File: config.mk
export PLATFORM = sky130hd
export DESIGN_NAME = store_buffer_flat
export DESIGN_NICKNAME = d
export VERILOG_FILES = /design/src/rtl/store_buffer_if.sv /design/src/rtl/store_buffer.sv /design/src/flat_wrapper.sv
export SDC_FILE = /design/constraint.sdc
export NUM_CORES = 1
export LEC_CHECK = 0
export CAP_MARGIN = 10
export CORE_MARGIN = 3
export CORE_UTILIZATION = 65
export DETAILED_ROUTE_END_ITERATION = 10
export DONT_BUFFER_PORTS = 1
export PLACE_DENSITY = 0.81
export RECOVER_POWER = 100
export SLEW_MARGIN = 25
export SYNTH_ARGS = -nofsm -noshare
export SYNTH_HDL_FRONTEND = slang
export SYNTH_SLANG_ARGS = --single-unit
File: constraint.sdc
create_clock -name clk -period 9.38 [get_ports clk]
set_clock_uncertainty 0.2 [all_clocks]
set_input_delay 1.407 -clock clk [delete_from_list [all_inputs] [get_ports clk]]
set_output_delay 1.407 -clock clk [all_outputs]
set_load 0.005 [all_outputs]
File: src/rtl/store_buffer_if.sv
// Bundles the store, load-forward and memory-write signals of the store buffer.
// master = pipeline/memory side, slave = the buffer itself.
interface store_buffer_if #(
  parameter int PTRW = 2
);
  logic          st_valid;
  logic [31:0]   st_addr;
  logic [31:0]   st_data;
  logic          full;
  logic [31:0]   ld_addr;
  logic          ld_hit;
  logic [31:0]   ld_data;
  logic          mem_wr_req;
  logic [31:0]   mem_wr_addr;
  logic [31:0]   mem_wr_data;
  logic          mem_wr_ack;
  logic          empty;
  logic [PTRW:0] count;

  modport master (
    output st_valid, st_addr, st_data, ld_addr, mem_wr_ack,
    input  full, ld_hit, ld_data, mem_wr_req, mem_wr_addr, mem_wr_data, empty, count
  );

  modport slave (
    input  st_valid, st_addr, st_data, ld_addr, mem_wr_ack,
    output full, ld_hit, ld_data, mem_wr_req, mem_wr_addr, mem_wr_data, empty, count
  );
endinterface

File: src/rtl/store_buffer.sv
// Posted-write store buffer: in-order drain over req/ack, youngest-match load forwarding.
// Optional STORE_BUF_COALESCE_EN merges a store into the youngest matching non-issuing entry.
module store_buffer #(
  parameter int DEPTH = 4,
  parameter int PTRW  = $clog2(DEPTH)
) (
  input  logic clk,
  input  logic reset,
  store_buffer_if.slave bus
);
  typedef enum logic {IDLE = 1'b0, REQ = 1'b1} state_e;

  localparam logic [PTRW:0]   DEPTH_C = (PTRW+1)'(DEPTH);
  localparam logic [PTRW:0]   CNT_ONE = (PTRW+1)'(1);
  localparam logic [PTRW-1:0] PTR_ONE = PTRW'(1);

  state_e          state_q, state_d;
  logic            mem_wr_req_q;
  logic [PTRW-1:0] head_q, head_d, tail_q, tail_d;
  logic [PTRW:0]   count_q, count_d;
  logic [DEPTH-1:0] valid_q;
  logic [29:0]     addr_q [DEPTH];
  logic [31:0]     data_q [DEPTH];

  logic            full_s, enq_s, deq_s, coal_s;
  logic [PTRW-1:0] coal_idx_s, fwd_idx_s;
  logic            ld_hit_s;
  logic [31:0]     ld_data_s;
  logic [29:0]     st_word_s;
  logic            unused_s;

  assign st_word_s = bus.st_addr[31:2];
  assign unused_s  = ^{bus.st_addr[1:0], bus.ld_addr[1:0]};
  assign full_s    = (count_q == DEPTH_C);
  assign deq_s     = (state_q == REQ) && bus.mem_wr_ack;
  assign enq_s     = bus.st_valid && !full_s && !coal_s;

`ifdef STORE_BUF_COALESCE_EN
  logic [PTRW-1:0] coal_scan_s;
  // Youngest matching entry for an incoming store; the issuing head is off limits
  always_comb begin
    coal_s      = 1'b0;
    coal_idx_s  = {PTRW{1'b0}};
    coal_scan_s = {PTRW{1'b0}};
    for (int i = 0; i < DEPTH; i++) begin
      coal_scan_s = tail_q - PTRW'(i + 1);
      if (bus.st_valid && !coal_s && valid_q[coal_scan_s] &&
          (addr_q[coal_scan_s] == st_word_s) &&
          !((state_q == REQ) && (coal_scan_s == head_q))) begin
        coal_s     = 1'b1;
        coal_idx_s = coal_scan_s;
      end else begin
        coal_s     = coal_s;
      end
    end
  end
`else
  assign coal_s     = 1'b0;
  assign coal_idx_s = {PTRW{1'b0}};
`endif

  // Load forwarding: scan from the youngest entry backwards, first hit wins
  always_comb begin
    ld_hit_s  = 1'b0;
    ld_data_s = 32'h0000_0000;
    fwd_idx_s = {PTRW{1'b0}};
    for (int i = 0; i < DEPTH; i++) begin
      fwd_idx_s = tail_q - PTRW'(i + 1);
      if (!ld_hit_s && valid_q[fwd_idx_s] && (addr_q[fwd_idx_s] == bus.ld_addr[31:2])) begin
        ld_hit_s  = 1'b1;
        ld_data_s = data_q[fwd_idx_s];
      end else begin
        ld_hit_s  = ld_hit_s;
      end
    end
  end

  // Pointer, occupancy and drain FSM next-state
  always_comb begin
    state_d = state_q;
    head_d  = head_q;
    tail_d  = tail_q;
    count_d = count_q;
    if (enq_s) begin
      tail_d = tail_q + PTR_ONE;
    end else begin
      tail_d = tail_q;
    end
    if (deq_s) begin
      head_d = head_q + PTR_ONE;
    end else begin
      head_d = head_q;
    end
    case ({enq_s, deq_s})
      2'b10:   count_d = count_q + CNT_ONE;
      2'b01:   count_d = count_q - CNT_ONE;
      default: count_d = count_q;
    endcase
    case (state_q)
      IDLE: begin
        if ((count_q != {(PTRW+1){1'b0}}) || enq_s) begin
          state_d = REQ;
        end else begin
          state_d = IDLE;
        end
      end
      REQ: begin
        if (deq_s) begin
          state_d = IDLE;
        end else begin
          state_d = REQ;
        end
      end
      default: state_d = IDLE;
    endcase
  end

  // State registers and entry storage
  always_ff @(posedge clk) begin
    if (!reset) begin
      state_q      <= IDLE;
      mem_wr_req_q <= 1'b0;
      head_q       <= {PTRW{1'b0}};
      tail_q       <= {PTRW{1'b0}};
      count_q      <= {(PTRW+1){1'b0}};
      valid_q      <= {DEPTH{1'b0}};
      for (int i = 0; i < DEPTH; i++) begin
        addr_q[i] <= 30'h0;
        data_q[i] <= 32'h0000_0000;
      end
    end else begin
      state_q      <= state_d;
      mem_wr_req_q <= (state_d == REQ);
      head_q       <= head_d;
      tail_q       <= tail_d;
      count_q      <= count_d;
      if (deq_s) begin
        valid_q[head_q] <= 1'b0;
      end
      if (enq_s) begin
        valid_q[tail_q] <= 1'b1;
        addr_q[tail_q]  <= st_word_s;
        data_q[tail_q]  <= bus.st_data;
      end
      if (coal_s) begin
        data_q[coal_idx_s] <= bus.st_data;
      end
    end
  end

  assign bus.full        = full_s;
  assign bus.empty       = (count_q == {(PTRW+1){1'b0}});
  assign bus.count       = count_q;
  assign bus.ld_hit      = ld_hit_s;
  assign bus.ld_data     = ld_data_s;
  assign bus.mem_wr_req  = mem_wr_req_q;
  assign bus.mem_wr_addr = {addr_q[head_q], 2'b00};
  assign bus.mem_wr_data = data_q[head_q];
endmodule

File: src/flat_wrapper.sv
// flat-port wrapper written by rule: the top's interface ports become plain ports
module store_buffer_flat 
#(
  parameter int DEPTH = 4,
  parameter int PTRW  = $clog2(DEPTH)
)
  (clk, reset, bus_st_valid, bus_st_addr, bus_st_data, bus_ld_addr, bus_mem_wr_ack, bus_full, bus_ld_hit, bus_ld_data, bus_mem_wr_req, bus_mem_wr_addr, bus_mem_wr_data, bus_empty, bus_count);
  store_buffer_if #(.PTRW(PTRW)) bus_i ();
  input  logic clk;
  input  logic reset;
  input wire logic [$bits(bus_i.st_valid)-1:0] bus_st_valid;
  input wire logic [$bits(bus_i.st_addr)-1:0] bus_st_addr;
  input wire logic [$bits(bus_i.st_data)-1:0] bus_st_data;
  input wire logic [$bits(bus_i.ld_addr)-1:0] bus_ld_addr;
  input wire logic [$bits(bus_i.mem_wr_ack)-1:0] bus_mem_wr_ack;
  output wire logic [$bits(bus_i.full)-1:0] bus_full;
  output wire logic [$bits(bus_i.ld_hit)-1:0] bus_ld_hit;
  output wire logic [$bits(bus_i.ld_data)-1:0] bus_ld_data;
  output wire logic [$bits(bus_i.mem_wr_req)-1:0] bus_mem_wr_req;
  output wire logic [$bits(bus_i.mem_wr_addr)-1:0] bus_mem_wr_addr;
  output wire logic [$bits(bus_i.mem_wr_data)-1:0] bus_mem_wr_data;
  output wire logic [$bits(bus_i.empty)-1:0] bus_empty;
  output wire logic [$bits(bus_i.count)-1:0] bus_count;
  assign bus_i.st_valid = bus_st_valid;
  assign bus_i.st_addr = bus_st_addr;
  assign bus_i.st_data = bus_st_data;
  assign bus_i.ld_addr = bus_ld_addr;
  assign bus_i.mem_wr_ack = bus_mem_wr_ack;
  assign bus_full = bus_i.full;
  assign bus_ld_hit = bus_i.ld_hit;
  assign bus_ld_data = bus_i.ld_data;
  assign bus_mem_wr_req = bus_i.mem_wr_req;
  assign bus_mem_wr_addr = bus_i.mem_wr_addr;
  assign bus_mem_wr_data = bus_i.mem_wr_data;
  assign bus_empty = bus_i.empty;
  assign bus_count = bus_i.count;
  store_buffer #(.DEPTH(DEPTH), .PTRW(PTRW)) u_core (.clk(clk), .reset(reset), .bus(bus_i));
endmodule
==> reports/results.md <==
| Parameter | Reported | Unit |
|:---|:---|:---|
| Hold Path Stages | 2 | - |
| Endpoints failing setup | 0 | - |
| Startpoint type of the worst setup path | input port | - |
| Number of sinks driven by the clock tree | 264 | - |
| Routability cong. | 0.979 | - |
| Violations in the final reports | max-capacitance violations, max-slew violations | - |
| Power density cells | 179 | nW/um2 |
| Worst setup path class | in2reg | - |
| Maximum clock path buffer count | 3 | - |
| Most common cell after layout, fill and taps aside | sky130_fd_sc_hd__edfxtp_1 | - |
| Number of buffers inserted for hold repair after clock tree synthesis | 0 | - |
| Reg-to-reg setup timing slack | 1020 | ps |
| TritonCTS clock tree | built | - |
| Detailed-routing iteration count for the pre-antenna-repair pass | 7 | - |
| Total non-filler cell area in the finished layout | 20,800 | um2 |
| Req. time, crit path | 9300 | ps |
| Routed vias | 15,200 | - |
| Maximum fanout encountered on the critical timing path | 63 | - |
| Post-route clock period utilization | 89.8 | % |
| Pin count of the biggest net entering global routing | 124 | - |
| Worst r2r path cells | 5 | - |
| Post-detailed-routing wire length | 62,100 | um |
| Arr. time, crit path | 8350 | ps |
| Final-report max-slew violation count | 586 | - |
| Post-synthesis cell type count | 59 | - |
| I/O pin total | 203 | - |
| #FFs+latches synth | 264 | - |
| Drt initial violations | 2,397 | - |
| Setup repair after global routing missed its margin | false | - |
| End point of the worst hold path | u_core.state_q | - |
| Global-route wire length before repair | 94,000 | um |
| Overall fraction of global-route tracks in use | 37.1 | % |
| Clock-pin slew on the worst setup and hold paths | 60 | ps |
| Clock period minus worst slack | 8420 | ps |
| Placed wire-length estimate after detailed placement | 38,200 | um |
| Detailed-route DRC error count | 0 | - |
| Count of flip-flops with a built-in enable after synthesis | 248 | - |
| Number of H-tree levels | 1 | - |
| Root cell of the clock tree | sky130_fd_sc_hd__clkbuf_16 | - |
| Worst hold-check path type | reg2reg | - |
| Post-DRT Antenna Nets | 0 | - |
| Cell row count | 63 | - |
| Predominant post-synthesis flop cell | sky130_fd_sc_hd__edfxtp_1 | - |
| Cell count after synthesis | 1,585 | - |
| Placed cell area | 19,900 | um2 |
| Kind of capture point of the worst setup path | register | - |
| Initial antenna violation count | 1 | - |
| Die Height | 181 | um |
| Measured slew at the worst slew-check pin | 3720 | ps |
| Launch point of the worst hold path | u_core.state_q | - |
| Final Hold Vio Count | 0 | - |
| Area of the die | 32,700 | um2 |
| CTS buffer count | 28 | - |
| Area growth from synthesis to layout | 4.73 | % |
| Maxcap violations | 14 | - |
| Average wire length per cell after detail routing | 32.9 | um |
| Layout cell share with drive strength beyond 1 | 18.4 | % |
| Horizontal extent of the die | 181 | um |
| Resized Gates After CTS | 0 | - |
| Outcome | complete, but fails checks | - |
| Detail-routed via count per cell | 8.05 | - |
| Share of synthesized registers carrying an async set or reset | 0 | % |
| Register area share after synthesis | 39.0 | % |
| Fin Setup TNS | 0 | ps |
| Average size of a mapped cell | 12.6 | um2 |
| Critical register-to-register path endpoint | u_core.addr_q[1][16] | - |
| Total standard cell area after synthesis | 19,900 | um2 |
| Maximum frequency from static timing analysis | 119 | MHz |
| Nets | 1,583 | - |
| Grt total ovfl | 0 | - |
| Antenna diode count | 0 | - |
| Most used cells in the layout excluding fill and tap cells | 248 x sky130_fd_sc_hd__edfxtp_1, 188 x sky130_fd_sc_hd__mux4_2, 175 x sky130_fd_sc_hd__mux2i_1, 119 x sky130_fd_sc_hd__and2_0, 91 x sky130_fd_sc_hd__xnor2_1 | - |
| Core region area | 29,900 | um2 |
| Clock latency at the later pin of the worst-skew pair | 580 | ps |
| Total of warnings raised by yosys | 0 | - |
| Initial standard-cell utilization of the core | 66.6 | % |
| Post-CTS Setup Repair Bufs | 0 | - |
| R2R Path Start | u_core.tail_q[0] | - |
| Number of I/O port buffers | 0 | - |
| Leakage power of the design | 6.79 | nW |
| Relative slew slack | -148 | % |
| Hold WS | 344 | ps |
| Max VDD drop | 0.000153 | V |
| Number of global-route vias before repair | 15,200 | - |
flip-flops by register name (all words and copies together), names as in the netlist, named ones only:
register	cells
u_core.tail_q	2
u_core.valid_q	4
u_core.addr_q	120
u_core.data_q	128
u_core.bus.count	3
u_core.state_q	1
u_core.head_q	2
worst max path at each step:
stage	start	end	cells past startpoint
2_1_floorplan	bus_st_valid	u_core.addr_q[3][0]	5
3_3_place_gp	u_core.tail_q[0]	bus_ld_data[30]	13
3_5_place_dp	u_core.tail_q[0]	bus_ld_data[30]	13
4_1_cts	u_core.tail_q[0]	bus_ld_data[30]	13
5_1_grt	u_core.tail_q[0]	u_core.addr_q[1][12]	5
6_report	bus_st_valid	u_core.addr_q[1][16]	6
Yosys cell counts (all sizes together) (2+ instances only):
library cell / count / share of area (%)
mux2i: 175 / 8.8
o2bb2ai: 35 / 1.5
mux4: 188 / 21
and3: 63 / 2.0
xnor2: 91 / 4.0
a21oi: 17 / 0.43
a2111oi: 8 / 0.51
o2111ai: 6 / 0.26
nand4: 48 / 1.5
clkbuf: 101 / 1.9
ha: 9 / 0.57
o211ai: 6 / 0.23
inv: 19 / 0.36
buf: 70 / 2.1
edfxtp: 248 / 37
nor3: 11 / 0.28
xor2: 15 / 0.66
dfxtp: 16 / 1.6
nor4: 10 / 0.39
a32oi: 2 / 0.088
o221ai: 33 / 1.5
mux2: 7 / 0.40
nand2: 18 / 0.34
a211oi: 11 / 0.44
a22oi: 37 / 1.4
o22ai: 6 / 0.19
and2: 192 / 6.0
a22o: 3 / 0.13
or3: 4 / 0.13
o21ai: 13 / 0.33
nand2b: 5 / 0.16
nor2: 33 / 0.64
nand3: 69 / 1.7
where the power goes:
group	internal (W)	leakage, nW	total, W	switching [W]
sequential	0.00140	2.71	0.00153	0.000133
combinational	0.000457	3.60	0.000988	0.000532
clock	0.000708	0.481	0.00120	0.000494
cell type report:
| class | count | area (um2) |
|---|---|---|
| multi-input combinational | 1132 | 11300 |
| fill | 2072 | 9040 |
| sequential | 264 | 7780 |
| clock buffer | 34 | 743 |
| tap | 390 | 488 |
| clock inverter | 18 | 258 |
| timing repair buffer | 28 | 198 |
| inverter | 19 | 71.3 |
stage by stage:
step	utilization, %	total power (W)	setup slack (ps)	cells
2_1_floorplan	-	0.00228	1890	1586
3_3_place_gp	66.6	0.00249	2540	1828
3_5_place_dp	66.7	0.00251	2480	1830
4_1_cts	70.1	0.00370	1900	1882
5_1_grt	69.8	0.00383	800	1885
6_report	69.8	0.00372	955	1885
kinds of logic (layout without fill, tap and decap cells):
kind of cell    Yosys count  after routing  share of synthesized area (%)
compound gates          188            188                           7.49
simple gates            456            456                           13.3
other cells               1              2                         0.0188
mux                     370            370                           30.5
xor+xnor                106            106                           4.67
flops                   264            264                           39.0
fa+ha+maj                10             10                          0.667
buf+inv                 190             99                           4.34
critical path, cell delays in order:
cell and delay, ps:
sky130_fd_sc_hd__nor2b_1 330, sky130_fd_sc_hd__nand2_1 190, sky130_fd_sc_hd__nor3_1 160, sky130_fd_sc_hd__clkbuf_1 2520, sky130_fd_sc_hd__nand2b_1 1660, sky130_fd_sc_hd__clkbuf_1 2030
metal layers:
metal	track usage (%)	vias to the layer above	share of wire, %
met3	10.3	258	14
met5	0	-	0.019
li1	-	6060	-
met1	50.8	7513	35
met2	58.0	1336	46
met4	12.9	2	4.4
Power figures use the tool's default switching activity.
